<file path="src/rtl/rgb_matrix_fx_if.sv">
// Bundle of the matrix driver's user-facing signals: raw mode button in, effect
// number and per-LED R/G/B drive out.
interface rgb_matrix_fx_if #(
    parameter int NUM_LEDS = 25
);
    logic                button;
    logic [1:0]          mode;
    logic [NUM_LEDS-1:0] R;
    logic [NUM_LEDS-1:0] G;
    logic [NUM_LEDS-1:0] B;

    modport master (output button, input mode, R, G, B);
    modport slave  (input button, output mode, R, G, B);
endinterface

</file>
<file path="src/rtl/rgb_matrix_fx.sv">
// Colour-effect engine for the RGB LED matrix: debounced mode button, OFF/HUE/
// BREATHE/CHASE effects and strict-compare PWM on every LED of each colour bus.
module rgb_matrix_fx #(
    parameter int NUM_LEDS    = 25,
    parameter int PWM_BITS    = 8,
    parameter int DEB_CYCLES  = 500000,
    parameter int STEP_CYCLES = 200000,
    parameter bit ACTIVE_LOW  = 1'b0
) (
    input  logic          clk,
    input  logic          rst,
    rgb_matrix_fx_if.slave bus
);
    localparam int DEB_W  = (DEB_CYCLES  > 1) ? $clog2(DEB_CYCLES)  : 1;
    localparam int STEP_W = (STEP_CYCLES > 1) ? $clog2(STEP_CYCLES) : 1;
    localparam int IDX_W  = (NUM_LEDS    > 1) ? $clog2(NUM_LEDS)    : 1;

    localparam logic [PWM_BITS-1:0] MAXD      = '1;
    localparam logic [PWM_BITS-1:0] DUTY_ONE  = PWM_BITS'(1);
    localparam logic [DEB_W-1:0]    DEB_LAST  = DEB_W'(DEB_CYCLES - 1);
    localparam logic [DEB_W-1:0]    DEB_ONE   = DEB_W'(1);
    localparam logic [STEP_W-1:0]   STEP_LAST = STEP_W'(STEP_CYCLES - 1);
    localparam logic [STEP_W-1:0]   STEP_ONE  = STEP_W'(1);
    localparam logic [IDX_W-1:0]    IDX_LAST  = IDX_W'(NUM_LEDS - 1);
    localparam logic [IDX_W-1:0]    IDX_ONE   = IDX_W'(1);

    typedef enum logic [1:0] {
        M_OFF     = 2'd0,
        M_HUE     = 2'd1,
        M_BREATHE = 2'd2,
        M_CHASE   = 2'd3
    } mode_t;

    // Strict compare: duty 0 never lights, full-scale duty is dark for one slot.
    function automatic logic pwm_on(input logic [PWM_BITS-1:0] duty,
                                    input logic [PWM_BITS-1:0] cnt);
        return duty > cnt;
    endfunction

    mode_t               mode;
    logic                btn_s1;
    logic                btn_s2;
    logic                deb_level;
    logic [DEB_W-1:0]    deb_cnt;
    logic                press;
    logic [STEP_W-1:0]   presc;
    logic                tick;
    logic [1:0]          phase;
    logic [PWM_BITS-1:0] pos;
    logic [PWM_BITS-1:0] env;
    logic                env_down;
    logic [IDX_W-1:0]    idx;
    logic [PWM_BITS-1:0] pcnt_p0;

    logic [PWM_BITS-1:0] hue_r;
    logic [PWM_BITS-1:0] hue_g;
    logic [PWM_BITS-1:0] hue_b;
    logic [PWM_BITS-1:0] duty_r [NUM_LEDS];
    logic [PWM_BITS-1:0] duty_g [NUM_LEDS];
    logic [PWM_BITS-1:0] duty_b [NUM_LEDS];

    logic [NUM_LEDS-1:0] r_p1;
    logic [NUM_LEDS-1:0] g_p1;
    logic [NUM_LEDS-1:0] b_p1;

    assign tick = (presc == STEP_LAST);

    // Stage p0: button conditioning, effect state, mode FSM and PWM counter.
    always_ff @(posedge clk) begin
        if (rst) begin
            btn_s1    <= 1'b1;
            btn_s2    <= 1'b1;
            deb_level <= 1'b1;
            deb_cnt   <= '0;
            press     <= 1'b0;
            presc     <= '0;
            pcnt_p0   <= '0;
            mode      <= M_OFF;
            phase     <= 2'd0;
            pos       <= '0;
            env       <= '0;
            env_down  <= 1'b0;
            idx       <= '0;
        end else begin
            btn_s1 <= bus.button;
            btn_s2 <= btn_s1;
            press  <= 1'b0;
            if (btn_s2 != deb_level) begin
                if (deb_cnt == DEB_LAST) begin
                    deb_level <= btn_s2;
                    deb_cnt   <= '0;
                    press     <= ~btn_s2;
                end else begin
                    deb_cnt <= deb_cnt + DEB_ONE;
                end
            end else begin
                deb_cnt <= '0;
            end

            pcnt_p0 <= pcnt_p0 + DUTY_ONE;
            presc   <= tick ? '0 : presc + STEP_ONE;

            // The tick is consumed by the mode in force before any press lands.
            if (tick) begin
                if (mode == M_HUE || mode == M_CHASE) begin
                    if (pos == MAXD) begin
                        pos   <= '0;
                        phase <= (phase == 2'd2) ? 2'd0 : phase + 2'd1;
                    end else begin
                        pos <= pos + DUTY_ONE;
                    end
                end
                if (mode == M_BREATHE) begin
                    if (!env_down) begin
                        env <= env + DUTY_ONE;
                        if (env == MAXD - DUTY_ONE) env_down <= 1'b1;
                    end else begin
                        env <= env - DUTY_ONE;
                        if (env == DUTY_ONE) env_down <= 1'b0;
                    end
                end
                if (mode == M_CHASE) begin
                    idx <= (idx == IDX_LAST) ? '0 : idx + IDX_ONE;
                end
            end

            if (press) begin
                case (mode)
                    M_OFF: mode <= M_HUE;
                    M_HUE: begin
                        mode     <= M_BREATHE;
                        env      <= '0;
                        env_down <= 1'b0;
                    end
                    M_BREATHE: begin
                        mode <= M_CHASE;
                        idx  <= '0;
                    end
                    default: mode <= M_OFF;
                endcase
            end
        end
    end

    always_comb begin
        hue_r = '0;
        hue_g = '0;
        hue_b = '0;
        case (phase)
            2'd0: begin
                hue_r = MAXD - pos;
                hue_g = pos;
            end
            2'd1: begin
                hue_g = MAXD - pos;
                hue_b = pos;
            end
            default: begin
                hue_r = pos;
                hue_b = MAXD - pos;
            end
        endcase
    end

    always_comb begin
        for (int i = 0; i < NUM_LEDS; i++) begin
            duty_r[i] = '0;
            duty_g[i] = '0;
            duty_b[i] = '0;
            case (mode)
                M_HUE: begin
                    duty_r[i] = hue_r;
                    duty_g[i] = hue_g;
                    duty_b[i] = hue_b;
                end
                M_BREATHE: begin
                    duty_r[i] = env;
                    duty_g[i] = env;
                    duty_b[i] = env;
                end
                M_CHASE: begin
                    if (idx == IDX_W'(i)) begin
                        duty_r[i] = hue_r;
                        duty_g[i] = hue_g;
                        duty_b[i] = hue_b;
                    end
                end
                default: ;
            endcase
        end
    end

    // Stage p1: registered PWM compare, one clock behind pcnt_p0.
    always_ff @(posedge clk) begin
        if (rst) begin
            r_p1 <= {NUM_LEDS{ACTIVE_LOW}};
            g_p1 <= {NUM_LEDS{ACTIVE_LOW}};
            b_p1 <= {NUM_LEDS{ACTIVE_LOW}};
        end else begin
            for (int i = 0; i < NUM_LEDS; i++) begin
                r_p1[i] <= pwm_on(duty_r[i], pcnt_p0) ^ ACTIVE_LOW;
                g_p1[i] <= pwm_on(duty_g[i], pcnt_p0) ^ ACTIVE_LOW;
                b_p1[i] <= pwm_on(duty_b[i], pcnt_p0) ^ ACTIVE_LOW;
            end
        end
    end

    assign bus.mode = mode;
    assign bus.R    = r_p1;
    assign bus.G    = g_p1;
    assign bus.B    = b_p1;
endmodule

</file>
<file path="src/flat_wrapper.sv">
// flat-port wrapper written by rule: the top's interface ports become plain ports
module rgb_matrix_fx_flat 
#(
    parameter int NUM_LEDS    = 25,
    parameter int PWM_BITS    = 8,
    parameter int DEB_CYCLES  = 500000,
    parameter int STEP_CYCLES = 200000,
    parameter bit ACTIVE_LOW  = 1'b0
)
  (clk, rst, bus_button, bus_mode, bus_R, bus_G, bus_B);
  rgb_matrix_fx_if #(.NUM_LEDS(NUM_LEDS)) bus_i ();
  input  logic clk;
  input  logic rst;
  input wire logic [$bits(bus_i.button)-1:0] bus_button;
  output wire logic [$bits(bus_i.mode)-1:0] bus_mode;
  output wire logic [$bits(bus_i.R)-1:0] bus_R;
  output wire logic [$bits(bus_i.G)-1:0] bus_G;
  output wire logic [$bits(bus_i.B)-1:0] bus_B;
  assign bus_i.button = bus_button;
  assign bus_mode = bus_i.mode;
  assign bus_R = bus_i.R;
  assign bus_G = bus_i.G;
  assign bus_B = bus_i.B;
  rgb_matrix_fx #(.NUM_LEDS(NUM_LEDS), .PWM_BITS(PWM_BITS), .DEB_CYCLES(DEB_CYCLES), .STEP_CYCLES(STEP_CYCLES), .ACTIVE_LOW(ACTIVE_LOW)) u_core (.clk(clk), .rst(rst), .bus(bus_i));
endmodule
</file>
<file path="config.mk">
export PLATFORM = sky130hd
export DESIGN_NAME = rgb_matrix_fx_flat
export DESIGN_NICKNAME = d
export VERILOG_FILES = /design/src/rtl/rgb_matrix_fx_if.sv /design/src/rtl/rgb_matrix_fx.sv /design/src/flat_wrapper.sv
export SDC_FILE = /design/constraint.sdc
export NUM_CORES = 1
export LEC_CHECK = 0
export CORE_MARGIN = 3
export CORE_UTILIZATION = 35
export DETAILED_ROUTE_END_ITERATION = 8
export PLACE_DENSITY = 0.54
export SLEW_MARGIN = 20
export SYNTH_ARGS = -nofsm -noshare
export SYNTH_HDL_FRONTEND = slang
export SYNTH_SLANG_ARGS = --single-unit
</file>
<file path="constraint.sdc">
create_clock -name clk -period 3.7 [get_ports clk]
set_input_delay 0.74 -clock clk [delete_from_list [all_inputs] [get_ports clk]]
set_output_delay 0.74 -clock clk [all_outputs]
set_load 0.02 [all_outputs]
</file>
* Word level (Yosys, flattened, before mapping)
Index checks and enable logic that the tools add are counted.
Storage, ports and cells: register bits after elaboration 150, input port bits 3, output and inout port bits 77, word-level logic and storage cells 321
Operators by class: add/sub/neg operators 9, $lt $le $gt $ge 75, equality and inequality tests 35, muxes and demuxes 173, bitwise logic cells 3, reductions and logical operators 10
Operator list (count):
- $pmux 8 s3 | 75
- $mux 8 | 81
- $gt 8x8->1 | 75
- $pmux 8 s2 | 3
- $eq 5x5->1 const B | 9
- $eq 5x4->1 const B | 8
- $mux 5 | 5
- $add 8x1->8 const B | 3
- $eq 5x3->1 const B | 4
- $add 19x1->19 const B | 1
- $eq 19x19->1 const B | 1
- $add 18x1->18 const B | 1
- $eq 18x18->1 const B | 1
- $eq 8x8->1 const B | 2
- $eq 5x2->1 const B | 2
- $eq 8x1->1 const B | 1
- $sub 8x1->8 const B | 1
- $sub 8x8->8 const A | 1
- $mux 1 | 7
- $eq 2x2->1 const B | 3
- $pmux 2 s3 | 1
- $reduce_or 3->1 | 2
- $add 5x1->5 const B | 1
- $eq 5x1->1 const B | 1
- other kinds (11) | 16

* Longest topological paths before layout
Gate-level depths: netlist of the first run.
word-level depth 7, depth in mapped cells 15, mapped depth without buffers 13

* Worst setup path before layout of the first run
OpenSTA, ideal clock, no wires.
path kind reg-to-reg, start point register u_core.mode[1], in the netlist u_core.bus.mode[1], end point register u_core.g_p1[13], in the netlist u_core.bus.G[13], library setup time 0.135 ns, data arrival time 2.917 ns, required time 3.565 ns, slack 0.648 ns, cell stages (with the launch flop) 15, buffers on the path 3, period minus slack after synthesis 3.052 ns, cells stage by stage dfxtp_1 > ha_1 > clkbuf_1 > nand3_1 > clkbuf_1 > nor2_1 > clkbuf_1 > nand2_1 > a21oi_1 > ha_1 > nor2b_1 > o21a_1 > o21a_1 > o21bai_1 > a211oi_1
Between the ends: longest elaborated chain between the ends 3, elaborated cells between the ends (all ways) 5, those cells by class 1 x order compare; 3 x eq/ne; 1 x mux
Ends and longest elaborated chain:
- from (decl) | RTL line rgb_matrix_fx.sv:40 | mode_t mode;
- from (signal assigned) | RTL line rgb_matrix_fx.sv:78 | mode <= M_OFF;
- from (signal assigned) | RTL line rgb_matrix_fx.sv:129 | M_OFF: mode <= M_HUE;
- from (signal assigned) | RTL line rgb_matrix_fx.sv:131 | mode <= M_BREATHE;
- $eq 2x2->1 / $eq 2x1->1 (equally long branches) | RTL line rgb_matrix_fx.sv:170 | case (mode)
- $pmux 8 s3 (*) | RTL line rgb_matrix_fx.sv:170
- $gt 8x8->1 (*) | RTL line rgb_matrix_fx.sv:37 | return duty > cnt;
- to (signal assigned) | RTL line rgb_matrix_fx.sv:197 | g_p1 <= {NUM_LEDS{ACTIVE_LOW}};
- to (signal, indexed assignment) | RTL line rgb_matrix_fx.sv:202 | g_p1[i] <= pwm_on(duty_g[i], pcnt_p0) ^ ACTIVE_LOW;
- to (decl) | RTL line rgb_matrix_fx.sv:63 | logic [NUM_LEDS-1:0] g_p1;
Mark *: on every way between the ends. The rest lies on a longest branch, timed or not. A chain may end at the register's enable or synchronous reset.

* Worst setup path in the final report of the first run
start point register u_core.mode[0], in the netlist u_core.bus.mode[0], end point register u_core.g_p1[8], in the netlist u_core.bus.G[8]
The elaborated chain is that of the path after synthesis.

==> results of run 1 <==
cells in the mapped netlist (all sizes together) (10+ instances only):
library cell / number / area, um^2
nor2b: 80 / 500
o21bai: 75 / 563
nand3: 28 / 140
o21ai: 27 / 135
nand2b: 20 / 125
a211oi: 77 / 578
nor2: 176 / 661
or3: 19 / 119
and2: 32 / 200
a21o: 218 / 1640
a21oi: 639 / 3200
nand4: 161 / 1010
xor2: 14 / 123
nand2: 620 / 2330
dfxtp: 150 / 3000
inv: 23 / 86.3
buf: 10 / 50.1
xnor2: 38 / 333
o21a: 150 / 1130
clkbuf: 271 / 1020
ha: 618 / 7730
layer usage:
metal	up-vias	GRT usage (%)	part of all wire, %	routed length, um
li1	12724	-	-	-
met1	11997	31.7	46	42100
met2	707	39.6	45	41300
met3	157	3.69	5.5	4990
met4	2	8.21	2.9	2600
met5	-	0	0.0077	7
metrics by stage:
step | hold WS (ns) | instance area, um^2
floorplan | 0.389 | 25300
CTS | 0.432 | 28700
finish | 0.430 | 28700
global route | 0.445 | 28700
global placement | 0.410 | 28100
detailed placement | 0.410 | 28100
registers in the layout, indices dropped and copies added, names as in the netlist, 5 cells and up:
| signal | cells |
|---|---|
| u_core.bus.R | 25 |
| u_core.pcnt_p0 | 8 |
| u_core.bus.B | 25 |
| u_core.bus.G | 25 |
| u_core.env | 8 |
| u_core.pos | 8 |
| u_core.idx | 5 |
| u_core.presc | 18 |
| u_core.deb_cnt | 19 |
where the power goes:
group,total (mW),switching (mW),internal [mW]
combinational,1.14,0.585,0.555
clock,1.98,1.00,0.976
sequential,1.76,0.0641,1.70
total,4.88,1.65,3.23
worst reg2reg max path, cell delays in order (launching register included):
cell	delay [ns]
dfxtp_1	0.40
inv_1	0.12
ha_1	0.32
and2_1	0.31
a21oi_2	0.51
a21oi_1	0.15
ha_1	0.33
nor2b_1	0.14
o21a_1	0.11
o21a_1	0.11
o21bai_1	0.06
a211oi_1	0.42
buf_4	0.21
area by class of cell:
| cell class | count | area share (%) |
|---|---|---|
| Multi-Input combinational cell | 3066 | 74.2 |
| Sequential cell | 150 | 10.5 |
| Timing Repair Buffer | 264 | 8.73 |
| Tap cell | 940 | 4.10 |
| Clock buffer | 17 | 1.48 |
| Clock inverter | 15 | 0.676 |
| Inverter | 23 | 0.332 |
worst max path at each step:
stage                                     from                          end  slack [ns]  depth (start not counted)
2_1_floorplan  u_core.bus.mode[1]$_SDFFE_PP0P_  u_core.bus.G[13]$_SDFF_PP0_        0.65                         14
5_1_grt        u_core.bus.mode[0]$_SDFFE_PP0P_   u_core.bus.G[8]$_SDFF_PP0_        0.28                         12
3_5_place_dp   u_core.bus.mode[1]$_SDFFE_PP0P_   u_core.bus.G[8]$_SDFF_PP0_        0.52                         10
6_report       u_core.bus.mode[0]$_SDFFE_PP0P_   u_core.bus.G[8]$_SDFF_PP0_        0.48                         12
4_1_cts        u_core.bus.mode[0]$_SDFFE_PP0P_   u_core.bus.G[8]$_SDFF_PP0_        0.49                         12
3_3_place_gp   u_core.bus.mode[0]$_SDFFE_PP0P_   u_core.bus.G[8]$_SDFF_PP0_        0.57                         12
cell families (layout without fill, tap and decap cells):
family / after synthesis / in the layout
mux: 13 / 13
simple gates: 1184 / 1184
compound gates: 1199 / 1199
buf+inv: 304 / 319
fa+ha+maj: 618 / 618
flops: 150 / 150
xor+xnor: 52 / 52
==> results.py, run 1 <==
metrics = {
    "outcome": {
        "status": "finished clean",
    },
    "clock_network": {
        "htree_levels": 4,
        "cts_made_buffers": 17,
        "cts_tree": "built",
        "cts_resized": 0,
        "cts-root-buf": "clkbuf_16",
        "post_cts_buffers": 0,
        "ctsHoldBuffers": 0,
        "clkTransAtPathRegs_ns": 0.08,
        "clock_sinks": 150,
        "clk_path_buf_depth": 2,
        "clk_latency_ns": 0.51,
    },
    "sta": {
        "slew_headroom_pct": 42.7,
        "fin_tns_setup_ns": 0,
        "layout_setup_ws_ns": 0.484,
        "drv_slew": 0,
        "fmax_mhz": 311,
        "rsz0062_at_grt": "no",
        "finalCriticalPeriod_ns": 3.22,
        "fin_crit_sh_pct": 86.9,
        "fin_skew_ns": 0.0170,
        "worstMarginPinSlew_ns": 0.859,
        "setup_viol": 0,
        "hold_viol_final": 0,
    },
    "floorplanning": {
        "io_pins": 80,
        "die_x_um": 275,
        "start_util_pct": 35.7,
        "die_h_um": 275,
        "rows": 97,
        "core_area_um2": 70800,
        "die-area_um2": 75500,
    },
    "route": {
        "drc_errors": 0,
        "vias": 25587,
        "routedWlPerCell_um": 20.3,
        "viasPerCell": 5.72,
        "ant_nets": 0,
        "wirelength_um": 91000,
        "drtPass1Iterations": 6,
        "dr.first_iter.drc_count": 1638,
    },
    "synthesis": {
        "syn_nets": 4141,
        "synth-xor-area-share_pct": 1.80,
        "yosys.area_share.adder_pct": 30.6,
        "synth_edf_count": 0,
        "ys.flop_type": "dfxtp_1",
        "syn-instance-count": 3520,
        "ys_ff_latch": 150,
        "synth.yosys.seq_area_share_pct": 11.9,
        "avgSynthCellArea_um2": 7.18,
        "synthMuxAreaShare_pct": 0.549,
        "netlist_area_um2": 25300,
        "synth.distinct_cells": 49,
        "yosysWarningCount": 0,
        "synth_compound_area_share_pct": 29.1,
        "synth_simple_gate_area_share_pct": 21.6,
        "async_flop_share_pct": 0,
        "synth_top_family_by_area": "adder cells",
    },
    "layout": {
        "diodes": 0,
        "fin_util_pct": 40.5,
        "final_nets": 4143,
        "multi_input_area_um2": 21300,
        "layout.cells.non_filler": 4475,
        "nFillCells": 7391,
        "layout_common_cells": "nand2_1 (620), a21oi_1 (618), ha_1 (617), a21o_1 (218)",
        "regArea_um2": 3010,
        "area_growth_pct": 13.5,
        "final_common_cell": "nand2_1",
        "layout-drive-gt1-share_pct": 8.03,
    },
    "global_routing": {
        "grt_max_degree": 64,
        "grt_util_all_layers_pct": 24.0,
        "overflow": 0,
        "grt_pass1_vias": 24272,
        "antenna_found_initial": 1,
        "grt_pass1_wl_um": 142000,
    },
    "worst_setup_path": {
        "crit_path_top_delay_cell": "a21oi_2",
        "path_max_fanout": 10,
        "timing.rr.start": "u_core.bus.mode[0]$_SDFFE_PP0P_",
        "crit_path_cell_trace": "inv_1 -> ha_1 -> and2_1 -> a21oi_2 -> a21oi_1 -> ha_1 -> nor2b_1 -> o21a_1 -> o21a_1 -> o21bai_1 -> a211oi_1 -> buf_4",
        "cp.required_ns": 4.15,
        "crit_path_end_kind": "flip-flop",
        "crit_buf_inv": 2,
        "crit_path_start_kind": "flip-flop",
        "arrival_ns": 3.67,
        "r2r_slack_ns": 0.48,
        "rr_worst_depth": 12,
        "path_delay_family": "compound AO/OA/AOI/OAI gates",
        "worst_r2r_endpoint": "u_core.bus.G[8]$_SDFF_PP0_",
        "max_stage_delay_ns": 0.50,
        "crit_type": "reg -> reg",
    },
    "place": {
        "pre_cts_ws_ns": 0.523,
        "dp_cells": 4443,
        "dpl.hpwl_um": 60000,
        "place.port_buffers": 79,
        "place_congestion": 0.880,
    },
    "power": {
        "p_total_mw": 4.88,
        "power.density_nw_per_um2": 170,
        "leakage_nw": 11.4,
        "ir_drop_uv": 330,
    },
    "worst_hold_path": {
        "whs_path_depth": 1,
        "hp-start": "u_core.btn_s1$_SDFF_PP1_",
        "hp-class": "reg -> reg",
        "hold_end": "u_core.btn_s2$_SDFF_PP1_",
    },
    "run": {
        "drv_cap": 0,
    },
}
(Power assumes the default switching activity.)
==> run 2, diff against run 1 <==
- CTS_BUF_LIST: not set -> sky130_fd_sc_hd__clkbuf_8
==> run 2 against run 1 <==
Core utilization shrank 0.26 points. Sequential share of layout area grew 0.069 points. First-iteration DRC count grew 7.2%. Global-route usage shrank 0.11 points. Wire length shrank 0.22%. Sequential power is essentially flat. Via count is essentially flat. Register-to-register slack lost 0.02 ns. Critical endpoint unchanged. Highest routed layer unchanged.
==> results.py, run 2 (synthesis gave the netlist of run 1 again) <==
metrics = {
    "global_routing": {
        "grt_max_degree": 64,
        "met2_usage_pct": 39.5,
        "grt.met1_usage_pct": 31.8,
        "grt_busiest_layer": "met2",
        "grt_pass1_wl_um": 141000,
        "grt_util_all_layers_pct": 23.9,
        "grt_pass1_vias": 24160,
        "antenna_found_initial": 2,
        "overflow": 0,
        "grt_use_met3_pct": 3.42,
    },
    "route": {
        "drtPass1Iterations": 6,
        "drc_errors": 0,
        "viasPerCell": 5.71,
        "vias": 25585,
        "routedWlPerCell_um": 20.3,
        "wirelength_um": 90800,
        "ant_nets": 0,
        "dr.first_iter.drc_count": 1756,
    },
    "floorplanning": {
        "io_pins": 80,
        "core_area_um2": 70800,
        "start_util_pct": 35.7,
        "rows": 97,
        "die_h_um": 275,
        "die-area_um2": 75500,
        "die_x_um": 275,
    },
    "clock_network": {
        "cts-root-buf": "clkbuf_8",
        "clk_latency_ns": 0.59,
        "clk_path_buf_depth": 2,
        "cts_tree": "built",
        "htree_levels": 4,
        "cts_resized": 0,
        "clock_sinks": 150,
        "post_cts_buffers": 0,
        "ctsHoldBuffers": 0,
        "clkTransAtPathRegs_ns": 0.11,
        "cts_made_buffers": 17,
    },
    "place": {
        "place.port_buffers": 79,
        "pre_cts_ws_ns": 0.523,
        "dpl.hpwl_um": 60000,
        "place_congestion": 0.880,
    },
    "run": {
        "drv_cap": 0,
    },
    "sta": {
        "finalCriticalPeriod_ns": 3.24,
        "worstMarginPinSlew_ns": 0.885,
        "fmax_mhz": 309,
        "fin_tns_setup_ns": 0,
        "layout_setup_ws_ns": 0.463,
        "fin_skew_ns": 0.0253,
        "drv_slew": 0,
        "fin_crit_sh_pct": 87.5,
        "slew_headroom_pct": 41.0,
        "setup_viol": 0,
        "rsz0062_at_grt": "no",
        "hold_viol_final": 0,
    },
    "worst_setup_path": {
        "crit_path_end_kind": "flip-flop",
        "cp.required_ns": 4.23,
        "crit_type": "reg -> reg",
        "path_max_fanout": 10,
        "crit_path_start_kind": "flip-flop",
        "timing.rr.start": "u_core.bus.mode[0]$_SDFFE_PP0P_",
        "max_stage_delay_ns": 0.51,
        "crit_path_top_delay_cell": "a21oi_2",
        "crit_path_cell_trace": "inv_1 -> ha_1 -> and2_1 -> a21oi_2 -> a21oi_1 -> ha_1 -> nor2b_1 -> o21a_1 -> o21a_1 -> o21bai_1 -> a211oi_1 -> buf_4",
        "arrival_ns": 3.77,
        "crit_start": "u_core.bus.mode[0]$_SDFFE_PP0P_",
    },
    "worst_hold_path": {
        "hp-start": "u_core.btn_s1$_SDFF_PP1_",
        "hp-class": "reg -> reg",
    },
    "layout": {
        "regArea_um2": 3010,
        "multi_input_area_um2": 21300,
        "area_growth_pct": 12.7,
        "final_nets": 4143,
        "layout-drive-gt1-share_pct": 8.03,
        "final_common_cell": "nand2_1",
        "layout_common_cells": "nand2_1 (620), a21oi_1 (618), ha_1 (617), a21o_1 (218)",
        "nFillCells": 7417,
        "fin_util_pct": 40.3,
    },
    "power": {
        "ir_drop_uv": 240,
        "power.density_nw_per_um2": 155,
        "leakage_nw": 11.3,
    },
    "outcome": {
        "status": "finished clean",
    },
}
## run 2: cell count changes in the layout (fill, tap and decap cells not counted)
cell	before	now
clkbuf_16	17	0
diode_2	0	2
clkbuf_8	0	17
## run 2: per-layer routing
layer / up-vias / routed length (um)
met1: 11962 / 42000
met3: 161 / 5180
met2: 738 / 40900
li1: 12722 / -
met5: - / 7
met4: 2 / 2690
## run 2: worst max-delay path: cells and delay by family (launching register included)
family / cells / cell delay, ns
AOI/OAI and AO/OA: 6 / 1.36
adders and majority gates: 2 / 0.64
buffers and inverters: 2 / 0.33
DFF: 1 / 0.41
and+or+nand+nor: 2 / 0.45
## run 2: metrics by stage
stage                     cell area [um^2]  instances  hold slack, ns  total power [mW]
final                                28500       4477           0.433              4.43
after global routing                 28500       4477           0.456              4.68
after CTS                            28500       4475           0.441              4.50
after detailed placement             28100       4443           0.410              2.94
after global placement               28100       4443           0.410              2.94
after floorplan                      25300       3520           0.389              2.55
## run 2: worst paths after layout
path	to	slack, ns	cells after the start
hold reg to reg	u_core.btn_s2$_SDFF_PP1_	0.43	1
setup / recovery	u_core.bus.G[8]$_SDFF_PP0_	0.46	12
hold / removal	u_core.btn_s2$_SDFF_PP1_	0.43	1
setup reg to reg	u_core.bus.G[8]$_SDFF_PP0_	0.46	12
## run 2: final cells by class
cell class	count	area share [%]
diodes	2	0.0176
multi-input cells	3066	74.7
clock inverters	15	0.681
flip-flops and latches	150	10.6
repair buffers	264	8.78
clock buffers	17	0.821
well taps	940	4.13
inverters	23	0.334
## run 2: where the power goes
group | total (mW) | internal, mW | switching [mW]
Combinational | 1.14 | 0.555 | 0.585
Clock | 1.52 | 0.581 | 0.943
Sequential | 1.76 | 1.70 | 0.0641
==> run 3, diff against run 2 <==
- clock period: 3.7 -> 3.9 ns (I/O delays scaled with it)
==> run 3 against run 2 <==
Clock power is 6% lower. Global-route usage is 0.34 points higher. Clock skew is 0.0013 ns lower. Die area stayed put. Combinational power is 4% lower. Core utilization is 0.29 points lower. Sequential power is 5% lower. Critical endpoint is now u_core.bus.R[7]$_SDFF_PP0_. Non-clock buffer count is 13 lower. Sequential share of layout area is 0.077 points higher. Register-to-register slack better by 0.10 ns. Cell count is 0.29% lower. Final area is 0.72% lower.
==> results.py, run 3 (synthesis gave the netlist of run 1 again) <==
metrics = {
    "worst_setup_path": {
        "crit_buf_inv": 1,
        "worst_r2r_endpoint": "u_core.bus.R[7]$_SDFF_PP0_",
        "r2r_slack_ns": 0.57,
        "path_delay_family": "compound AO/OA/AOI/OAI gates",
        "rr_worst_depth": 10,
        "crit_path_start_kind": "flip-flop",
        "max_stage_delay_ns": 0.68,
        "crit_type": "reg -> reg",
        "cp.required_ns": 4.37,
        "crit_path_top_delay_cell": "o21ai_0",
        "timing.rr.start": "u_core.phase[1]$_SDFFE_PP0P_",
        "arrival_ns": 3.80,
        "crit_path_end_kind": "flip-flop",
        "path_max_fanout": 12,
        "crit_path_cell_trace": "or2_2 -> o21ai_0 -> and2_1 -> buf_4 -> nand2_1 -> a21oi_1 -> ha_1 -> nand4_1 -> o21bai_1 -> a211oi_1",
    },
    "route": {
        "routedWlPerCell_um": 20.6,
        "ant_nets": 0,
        "viasPerCell": 5.74,
        "drc_errors": 0,
        "drtPass1Iterations": 7,
        "vias": 25625,
        "dr.first_iter.drc_count": 1934,
        "wirelength_um": 92000,
    },
    "run": {
        "drv_cap": 0,
    },
    "floorplanning": {
        "rows": 97,
        "die_x_um": 275,
        "io_pins": 80,
        "core_area_um2": 70800,
        "die_h_um": 275,
        "start_util_pct": 35.7,
        "die-area_um2": 75500,
    },
    "sta": {
        "fin_crit_sh_pct": 85.5,
        "hold_viol_final": 0,
        "fin_skew_ns": 0.0240,
        "timing.hold.ws_ns": 0.435,
        "fin_tns_setup_ns": 0,
        "slew_headroom_pct": 35.6,
        "setup_viol": 0,
        "rsz0062_at_grt": "no",
        "worstMarginPinSlew_ns": 0.966,
        "finalCriticalPeriod_ns": 3.33,
        "fmax_mhz": 300,
        "drv_slew": 0,
        "layout_setup_ws_ns": 0.566,
    },
    "power": {
        "power.density_nw_per_um2": 148,
        "p_total_mw": 4.18,
        "ir_drop_uv": 265,
        "leakage_nw": 11.2,
    },
    "global_routing": {
        "overflow": 0,
        "antenna_found_initial": 1,
        "grt_pass1_wl_um": 144000,
        "grt_max_degree": 74,
        "grt_util_all_layers_pct": 24.2,
        "grt_pass1_vias": 24246,
    },
    "clock_network": {
        "clkTransAtPathRegs_ns": 0.12,
        "cts_tree": "built",
        "post_cts_buffers": 0,
        "cts_resized": 0,
        "clk_latency_ns": 0.59,
        "ctsHoldBuffers": 0,
        "clk_path_buf_depth": 2,
        "cts_made_buffers": 17,
        "htree_levels": 4,
        "cts-root-buf": "clkbuf_8",
        "clock_sinks": 150,
    },
    "place": {
        "dpl.hpwl_um": 60500,
        "place.port_buffers": 79,
        "dp_cells": 4430,
        "pre_cts_ws_ns": 0.657,
        "place_congestion": 0.870,
        "place_area_um2": 27800,
    },
    "layout": {
        "layout_common_cells": "nand2_1 (620), a21oi_1 (618), ha_1 (617), a21o_1 (218)",
        "final_nets": 4130,
        "final_common_cell": "nand2_1",
        "layout.cells.non_filler": 4464,
        "area_growth_pct": 11.9,
        "final_cell_area_um2": 28300,
        "layout-drive-gt1-share_pct": 7.69,
        "fin_util_pct": 40.0,
    },
    "outcome": {
        "status": "finished clean",
    },
    "worst_hold_path": {
        "hp-start": "u_core.btn_s1$_SDFF_PP1_",
        "whs_path_depth": 1,
        "hold_end": "u_core.btn_s2$_SDFF_PP1_",
        "hp-class": "reg -> reg",
    },
}
==> run 3: changes by cell type in the layout (fill, tap and decap cells not counted) <==
cell and change:
bufinv_16 -1, a2bb2oi_4 -1, buf_12 -8, buf_4 -5, inv_6 -3, clkinv_4 +2, inv_12 +2, clkinvlp_4 -1
a2bb2oi_2 +1, clkinv_8 +1
==> run 3: layout make-up <==
cell class	count	area, um^2
well taps	940	1180
clock buffers	17	234
repair buffers	251	2300
multi-input cells	3066	21300
diodes	2	5.00
inverters	23	95.1
flip-flops and latches	150	3010
fillers	7419	42500
clock inverters	15	196
==> run 3: metal layers <==
metal	global-route usage, %	part of all wire, %	up-vias
met4	6.66	2.2	0
met5	0	0	-
met1	33.1	48	12132
met3	2.65	4.6	129
li1	-	-	12714
met2	40.2	46	650
==> run 3: how the worst max path moves through the flow <==
stage	from	endpoint	slack, ns	depth (start not counted)
after floorplan	u_core.bus.mode[1]$_SDFFE_PP0P_	u_core.bus.G[13]$_SDFF_PP0_	0.85	14
after global placement	u_core.bus.mode[0]$_SDFFE_PP0P_	u_core.bus.R[0]$_SDFF_PP0_	0.68	12
after detailed placement	u_core.phase[1]$_SDFFE_PP0P_	u_core.bus.R[17]$_SDFF_PP0_	0.66	10
after CTS	u_core.phase[1]$_SDFFE_PP0P_	u_core.bus.R[17]$_SDFF_PP0_	0.62	10
after global routing	u_core.bus.mode[0]$_SDFFE_PP0P_	u_core.bus.R[0]$_SDFF_PP0_	0.41	12
final	u_core.phase[1]$_SDFFE_PP0P_	u_core.bus.R[7]$_SDFF_PP0_	0.57	10
==> run 3: power by group <==
part	total, mW	leakage (nW)	switching [mW]	internal, mW
clock network	1.43	0.214	0.922	0.503
logic	1.09	9.74	0.561	0.524
registers	1.67	1.22	0.0560	1.61
total	4.18	11.2	1.54	2.64
